<file path="src/rtl/bcd4221_to_8421_seq_if.sv">
// Handshake/data bundle for bcd4221_to_8421_seq.
//   in_valid, in_ready, in_x4221    : input word channel (4221 code, digit i at [4i+3:4i])
//   out_valid, out_ready, out_bcd,
//   out_noncanon                    : result channel (8421 BCD plus non-canonical flag)
// Modport slave is the converter's view; modport master is the view of the
// agent that drives words in and consumes results.
interface bcd4221_to_8421_seq_if #(
    parameter int unsigned DIGITS = 16
) ();
    logic                  in_valid;
    logic                  in_ready;
    logic [4*DIGITS-1:0]   in_x4221;
    logic                  out_valid;
    logic                  out_ready;
    logic [4*DIGITS-1:0]   out_bcd;
    logic                  out_noncanon;

    modport slave (
        input  in_valid, in_x4221, out_ready,
        output in_ready, out_valid, out_bcd, out_noncanon
    );

    modport master (
        output in_valid, in_x4221, out_ready,
        input  in_ready, out_valid, out_bcd, out_noncanon
    );
endinterface

</file>
<file path="src/rtl/bcd4221_to_8421_seq.sv">
// Iterative 4221-to-8421 BCD converter, DPC digits per cycle, DIGITS/DPC
// cycles per word, valid/ready on both sides. Flags any digit not in the
// canonical set produced by the forward 8421->4221 recoder.
// Ports:
//   clk    : clock, rising edge
//   rst_n  : asynchronous active-low reset
//   bus    : slave modport of bcd4221_to_8421_seq_if (input word / result channels)
//   busy   : high whenever the FSM is not idle
module bcd4221_to_8421_seq #(
    parameter int unsigned DIGITS = 16,
    parameter int unsigned DPC    = 4
) (
    input  logic                          clk,
    input  logic                          rst_n,
    bcd4221_to_8421_seq_if.slave          bus,
    output logic                          busy
);
    localparam int unsigned N  = DIGITS / DPC;
    localparam int unsigned CW = (N > 1) ? $clog2(N) : 1;

    typedef enum logic [1:0] {IDLE, CONV, DONE} state_t;

    state_t                state_q, state_nx;
    logic [CW-1:0]         cnt_q;
    logic [4*DIGITS-1:0]   src_q;
    logic [4*DIGITS-1:0]   res_q;
    logic                  flag_q;
    logic [4*DIGITS-1:0]   bcd_q;
    logic                  nc_q;

    logic [4*DPC-1:0]      conv;
    logic                  nc_any;
    logic [3:0]            code;
    logic [4*DIGITS-1:0]   conv_w;
    logic [4*DIGITS-1:0]   res_nx;
    logic                  flag_nx;
    logic                  last;

    // Per-digit recode of the lowest DPC source digits.
    // Non-canonical means b2 set without the b3/b1 pair that the forward
    // recoder always emits alongside it (only 1110/1111 are legal with b2=1).
    always_comb begin
        conv   = '0;
        nc_any = 1'b0;
        code   = '0;
        for (int unsigned d = 0; d < DPC; d++) begin
            code = src_q[4*d +: 4];
            conv[4*d +: 4] = {1'b0, code[3], 2'b00}
                           + {2'b00, code[2], 1'b0}
                           + {2'b00, code[1], 1'b0}
                           + {3'b000, code[0]};
            nc_any = nc_any | (code[2] & ~(code[3] & code[1]));
        end
    end

    // Converted digits enter the result from the top; after N shifts digit 0
    // sits at the bottom. Written as shift/or so DPC == DIGITS needs no special case.
    always_comb begin
        conv_w              = '0;
        conv_w[4*DPC-1:0]   = conv;
        res_nx              = (res_q >> (4*DPC)) | (conv_w << (4*(DIGITS-DPC)));
        flag_nx             = flag_q | nc_any;
        last                = (cnt_q == CW'(N-1));
    end

    always_comb begin
        state_nx = state_q;
        case (state_q)
            IDLE:    if (bus.in_valid) state_nx = CONV;
            CONV:    if (last)         state_nx = DONE;
            DONE:    if (bus.out_ready) state_nx = IDLE;
            default: state_nx = IDLE;
        endcase
    end

    always_ff @(posedge clk or negedge rst_n) begin
        if (!rst_n) begin
            state_q <= IDLE;
            cnt_q   <= '0;
            src_q   <= '0;
            res_q   <= '0;
            flag_q  <= 1'b0;
            bcd_q   <= '0;
            nc_q    <= 1'b0;
        end else begin
            state_q <= state_nx;
            case (state_q)
                IDLE: begin
                    if (bus.in_valid) begin
                        src_q  <= bus.in_x4221;
                        cnt_q  <= '0;
                        flag_q <= 1'b0;
                    end
                end
                CONV: begin
                    src_q  <= src_q >> (4*DPC);
                    res_q  <= res_nx;
                    flag_q <= flag_nx;
                    cnt_q  <= cnt_q + CW'(1);
                    // Outputs are loaded only on entry to DONE so they stay
                    // stable while the next word is shifting through res_q.
                    if (last) begin
                        bcd_q <= res_nx;
                        nc_q  <= flag_nx;
                    end
                end
                default: ;
            endcase
        end
    end

    assign bus.in_ready     = (state_q == IDLE);
    assign bus.out_valid    = (state_q == DONE);
    assign bus.out_bcd      = bcd_q;
    assign bus.out_noncanon = nc_q;
    assign busy             = (state_q != IDLE);

endmodule

</file>
<file path="src/flat_wrapper.sv">
// flat-port wrapper written by rule: the top's interface ports become plain ports
module bcd4221_to_8421_seq_flat 
#(
    parameter int unsigned DIGITS = 16,
    parameter int unsigned DPC    = 4
)
  (clk, rst_n, busy, bus_in_valid, bus_in_x4221, bus_out_ready, bus_in_ready, bus_out_valid, bus_out_bcd, bus_out_noncanon);
  bcd4221_to_8421_seq_if #(.DIGITS(DIGITS)) bus_i ();
  input  logic clk;
  input  logic rst_n;
  output logic busy;
  input wire logic [$bits(bus_i.in_valid)-1:0] bus_in_valid;
  input wire logic [$bits(bus_i.in_x4221)-1:0] bus_in_x4221;
  input wire logic [$bits(bus_i.out_ready)-1:0] bus_out_ready;
  output wire logic [$bits(bus_i.in_ready)-1:0] bus_in_ready;
  output wire logic [$bits(bus_i.out_valid)-1:0] bus_out_valid;
  output wire logic [$bits(bus_i.out_bcd)-1:0] bus_out_bcd;
  output wire logic [$bits(bus_i.out_noncanon)-1:0] bus_out_noncanon;
  assign bus_i.in_valid = bus_in_valid;
  assign bus_i.in_x4221 = bus_in_x4221;
  assign bus_i.out_ready = bus_out_ready;
  assign bus_in_ready = bus_i.in_ready;
  assign bus_out_valid = bus_i.out_valid;
  assign bus_out_bcd = bus_i.out_bcd;
  assign bus_out_noncanon = bus_i.out_noncanon;
  bcd4221_to_8421_seq #(.DIGITS(DIGITS), .DPC(DPC)) u_core (.clk(clk), .rst_n(rst_n), .bus(bus_i), .busy(busy));
endmodule
</file>
<file path="config.mk">
export PLATFORM = sky130hd
export DESIGN_NAME = bcd4221_to_8421_seq_flat
export DESIGN_NICKNAME = d
export VERILOG_FILES = /design/src/rtl/bcd4221_to_8421_seq_if.sv /design/src/rtl/bcd4221_to_8421_seq.sv /design/src/flat_wrapper.sv
export SDC_FILE = /design/constraint.sdc
export NUM_CORES = 1
export LEC_CHECK = 0
export CELL_PAD_IN_SITES_DETAIL_PLACEMENT = 2
export CELL_PAD_IN_SITES_GLOBAL_PLACEMENT = 2
export CORE_MARGIN = 2
export CORE_UTILIZATION = 34
export CTS_CLUSTER_DIAMETER = 80
export CTS_CLUSTER_SIZE = 10
export DETAILED_ROUTE_END_ITERATION = 8
export PLACE_DENSITY_LB_ADDON = 0.1
export SETUP_SLACK_MARGIN = 0.2
export SLEW_MARGIN = 10
export SYNTH_ARGS = -nofsm -noshare
export SYNTH_HDL_FRONTEND = slang
export SYNTH_SLANG_ARGS = --single-unit
</file>
<file path="constraint.sdc">
create_clock -name clk -period 1.8 [get_ports clk]
set_clock_uncertainty 0.05 [all_clocks]
set_input_delay 0.36 -clock clk [delete_from_list [all_inputs] [get_ports clk]]
set_output_delay 0.36 -clock clk [all_outputs]
set_load 0.05 [all_outputs]
</file>
Yosys cells after proc, flatten, opt, wreduce, memory -nomap -nowiden
Index checks and enable logic that the tools add are counted.

operators by class
  bitwise logic cells = 17
  mux-type cells = 10
  $add $sub $neg = 13
  reductions and logical operators = 6
  equal/unequal tests = 6

operators by type and width
  operator                                       count
  one-hot mux 64 bit (2 select lines)            1
  2-to-1 mux 64 bit                              1
  OR 48 x 64 -> 64 bit                           1
  adder 3 x 2 -> 4 bit                           4
  adder 4 x 1 -> 4 bit                           4
  adder 4 x 2 -> 4 bit                           4
  AND 1 bit                                      8
  2-to-1 mux 2 bit                               4
  one-hot mux 2 bit (3 select lines)             1
  == test 2 bit, second input constant           2
  != test 2 bit, second input constant           2
  inverter 1 bit                                 4
  OR 1 bit                                       4
  one-hot mux 2 bit (2 select lines)             1
  AND reduction 2 bit                            2
  nonzero test 2 bit                             2
  AND reduction 3 bit                            1
  adder 2 x 1 -> 2 bit, second input constant    1
  == test 2 x 1 -> 1 bit, second input constant  1
  logical NOT 2 bit                              1
  != test 2 x 1 -> 1 bit, second input constant  1
  one-hot mux 1 bit (2 select lines)             1
  2-to-1 mux 1 bit                               1

word-level totals
  output and inout port bits = 68
  register bits after elaboration = 198
  input bits = 68
  word-level logic and storage cells = 59

Longest topological paths before layout
  depth after elaboration = 8
  gate-level depth with buffers = 6
  mapped depth without buffers = 4

Worst setup path after synthesis
Ideal clock, no wire load.

  kind = reg2out
  start = register u_core.state_q[0]
  end = output busy
  cell stages (with the launch flop) = 3
  slack = -190 ps
  path buffers = 0
  arrival time = 1580 ps
  data required time = 1390 ps
  path through = dfrtp_1 nor2_1 inv_1

on the way
  cells in the longest elaborated chain, start to end = 1

ends and longest elaborated chain
  what                    RTL line                    source
  from (decl)             bcd4221_to_8421_seq.sv:23   state_t state_q, state_nx;
  from (signal assigned)  bcd4221_to_8421_seq.sv:86   state_q <= state_nx;
  nonzero test 2 bit      bcd4221_to_8421_seq.sv:116  assign busy = (state_q != IDLE);
  to (decl)               flat_wrapper.sv:11          output logic busy;

No other way between the ends.

Worst setup path after layout
  start = register u_core.state_q[0]
  end = output bus_out_valid

on the way
  cells in the longest elaborated chain, start to end = 1

ends and longest elaborated chain
  what           RTL line                    source
  == test 2 bit  bcd4221_to_8421_seq.sv:113  assign bus.out_valid = (state_q == DONE);
  to (decl)      flat_wrapper.sv:16          output wire logic [$bits(bus_i.out_valid)-1:0] bus_out_valid;

No other way between the ends.

==> summary.md <==
| Metric | Value |
|---|---|
| DRC Markers | `0` |
| Core Region | `21,200 µm²` |
| CTS sink count | `182` |
| Syn. warnings | `0` |
| Die area | `22,800 µm²` |
| Inserted Diodes | `0` |
| Worst Setup SP | `u_core.state_q[0]` |
| Starting density of the core | `34.8%` |
| Hold Crit Class | `in2async` |
| Critical path class | `reg2out` |
| Chip width | `151 µm` |
| Worst reg2reg setup slack | `80 ps` |
| PD cells | `2140 nW/µm²` |
| Seq pwr share | `32.4%` |
| Worst setup SP type | `flip-flop` |
| Yosys top cell by area | `dfrtp_1` |
| Crit path DAT | `1340 ps` |
| Crit-path cells | `buf_6, nand2b_1, inv_2, buf_12` |
| Register bit total from synthesis | `182` |
| Row Count | `53` |
| Clock Power Share | `17.7%` |
| Max Root-Sink Buffers | `2` |
| Vias per cell | `4.83` |
| Post-synth top area share | `61.9%` |
| Synthesized area | `7360 µm²` |
| R2R Path End | `u_core.src_q[29]` |
| Peak VDD IR | `0.000663 V` |
| IO buf count | `135` |
| Critical Path Sink Type | `output pin` |
| Final core utilization | `49.3%` |
| Endpoints failing setup | `0` |
| Headroom to the max-slew limit | `72.1%` |
| Worst-path clk slew | `70 ps` |
| Register area share after synthesis | `61.9%` |
| Syn nets | `698` |
| Final min period | `1750 ps` |
| Ports | `136` |
| Leak pwr | `5.24 nW` |
| CTS Buf Count | `17` |
| Nets | `867` |
| Initial antenna violation count | `1` |
| Status | `finished, final reports clean` |
| Net load switching power | `9.14 mW` |
| Max-Cap Viols | `0` |
| Levels on crit path | `4` |
| Number of global-route vias before repair | `5,724` |
| Min Hold Slack | `376 ps` |
| FFs w/ async S/R, synth | `100%` |
| EDFF count, synth | `0` |
| Htree depth | `4` |
| Hpwl dp | `13,500 µm` |
| Placement Setup Slack | `-45.1 ps` |
| Total wire length | `21,800 µm` |
| Clock root cell | `clkbuf_16` |
| Final worst slack | `51.8 ps` |
| Largest net degree at the start of global routing | `83` |
| Total GRT Usage | `18.1%` |
| Multi-input gate area | `2830 µm²` |
| Crit path buf inv count | `3` |
| Final Slew Violations | `0` |
| First-pass GRT wire length | `31,600 µm` |
| Critical Path RT | `1390 ps` |
| Average size of a mapped cell | `11.8 µm²` |
| Layout cells sized above 1 | `28.1%` |
| Cells after Synth | `621` |
| Die Y | `151 µm` |
| Tightest Pin Transition | `419 ps` |
| # fillers | `2,063` |
| Initial DRT Pass Iterations | `6` |
| Wire per inst | `20.2 µm` |
| Max stage delay on crit path | `400 ps` |
| Critical path's top delay family | `flip-flops` |
| Comb power frac | `49.9%` |
| RSZ-0062 raised after global routing | `true` |
| Final Cycle Share | `97.1%` |
| Fmax | `572 MHz` |
| Post-route insts no fill | `1,078` |
| Cell Int Power | `13.1 mW` |
| Skew-Pair Late Insertion Delay | `430 ps` |
| Worst flop-to-flop path startpoint | `u_core.state_q[1]` |
| Placer Congestion | `0.724` |
| Distinct cells, synth | `23` |
| Final hold vios | `0` |
| Register area | `4550 µm²` |
| Crit-path slowest cell | `dfrtp_1` |
| Largest cells by area after synthesis | `dfrtp_1, nand2_1, mux2_1` |
| DRT iter0 DRCs | `136` |
| Main synth FF type | `dfrtp_1` |
| Pwr Total | `22.3 mW` |
| Vias | `5,208` |
| Routed Antenna Nets | `0` |
| Area Growth Syn to Fin | `41.8%` |
| Setup crit end | `bus_out_valid` |
| Reg2Reg Depth | `5` |
| CTS tree | `yes` |
| CP max FO | `4` |
| Switching Fraction | `41.0%` |
| DP Cell Count | `1,014` |
| Grt total ovfl | `0` |
[timing repair]
| action | CTS | global route |
|---|---|---|
| hold endpoints to repair | 36 | 0 |
| pin swaps | 1 | 4 |
| resized for setup | 12 | 82 |
| hold buffers | 1 | 0 |
| setup buffers | 5 | 12 |
| cloned | 3 | 11 |
| setup endpoints to repair | 25 | 115 |
[registers in the layout, summed over array words and instances, names as in the netlist]
signal                   flops
u_core.state_q               2
u_core.res_q                48
u_core.bus.out_noncanon      1
u_core.src_q                64
u_core.flag_q                1
u_core.cnt_q                 2
u_core.bus.out_bcd          64
[synth_stat cells (4+ instances only)]
cell type	instances
o21ai_0	49
dfrtp_1	182
mux2_2	15
buf_2	5
ha_1	9
nand2_1	198
clkbuf_1	16
mux2i_1	48
buf_4	7
a21oi_1	4
mux2_1	49
buf_6	10
a22o_1	17
[metal layers]
metal / global-route usage (%) / part of all wire, %
met1: 22.4 / 42
met2: 32.0 / 53
met3: 4.37 / 3.7
met4: 4.49 / 1.3
met5: 0 / 0
[area by class of cell]
class / instances / area share, %
clock buffers: 22 / 4.64
multi-input cells: 400 / 27.1
inverters: 2 / 0.0720
clock inverters: 10 / 1.36
well taps: 275 / 3.30
repair buffers: 187 / 19.8
flip-flops and latches: 182 / 43.7
[cells in the final DEF (no fill, tap or decap), types with 15 or more instances in the layout]
| cell type | netlist | final |
|---|---|---|
| a22o_1 | 17 | 17 |
| buf_12 | 0 | 18 |
| buf_4 | 7 | 80 |
| clkbuf_16 | 0 | 25 |
| clkdlybuf4s50_1 | 0 | 66 |
| dfrtp_1 | 182 | 182 |
| mux2_2 | 15 | 15 |
| mux2_4 | 0 | 43 |
| mux2i_1 | 48 | 43 |
| nand2_1 | 198 | 197 |
| o21ai_0 | 49 | 33 |
| o21ai_1 | 1 | 15 |
[cell families after synthesis]
kind of cell,synth area share [%]
multiplexers,16.3
adder cells (fa/ha/maj),1.53
buffers and inverters,3.50
AND/OR/NAND/NOR,10.5
flip-flops,61.9
AO/OA/AOI/OAI,6.21
[power by group through the flow]
| stage | sequential [mW] | combinational (mW) | clock [mW] |
|---|---|---|---|
| 2_1_floorplan | 8.94 | 3.96 | 0 |
| 3_3_place_gp | 7.11 | 8.62 | 0 |
| 3_5_place_dp | 7.23 | 8.88 | 0 |
| 4_1_cts | 7.18 | 9.58 | 4.02 |
| 5_1_grt | 7.47 | 12.0 | 4.20 |
| 6_report | 7.22 | 11.1 | 3.95 |
[worst min-delay path by stage]
stage                     startpoint                      to  slack [ps]  cells past startpoint
after floorplan                rst_n   u_core.bus.out_bcd[0]          10                      0
after global placement         rst_n  u_core.bus.out_bcd[40]         270                      1
after detailed placement       rst_n  u_core.bus.out_bcd[26]         270                      1
after CTS                      rst_n  u_core.bus.out_bcd[40]         370                      2
after global routing           rst_n  u_core.bus.out_bcd[10]         400                      2
final                          rst_n  u_core.bus.out_bcd[40]         380                      2
[per-stage QoR]
step / setup TNS [ps] / cell area [µm²]
3_3_place_gp: -1.45 / 8980
2_1_floorplan: 0 / 7360
6_report: 0 / 10400
3_5_place_dp: -609 / 8980
4_1_cts: 0 / 9820
5_1_grt: -19.4 / 10400
No activity file was read; power rests on OpenSTA's default activity.
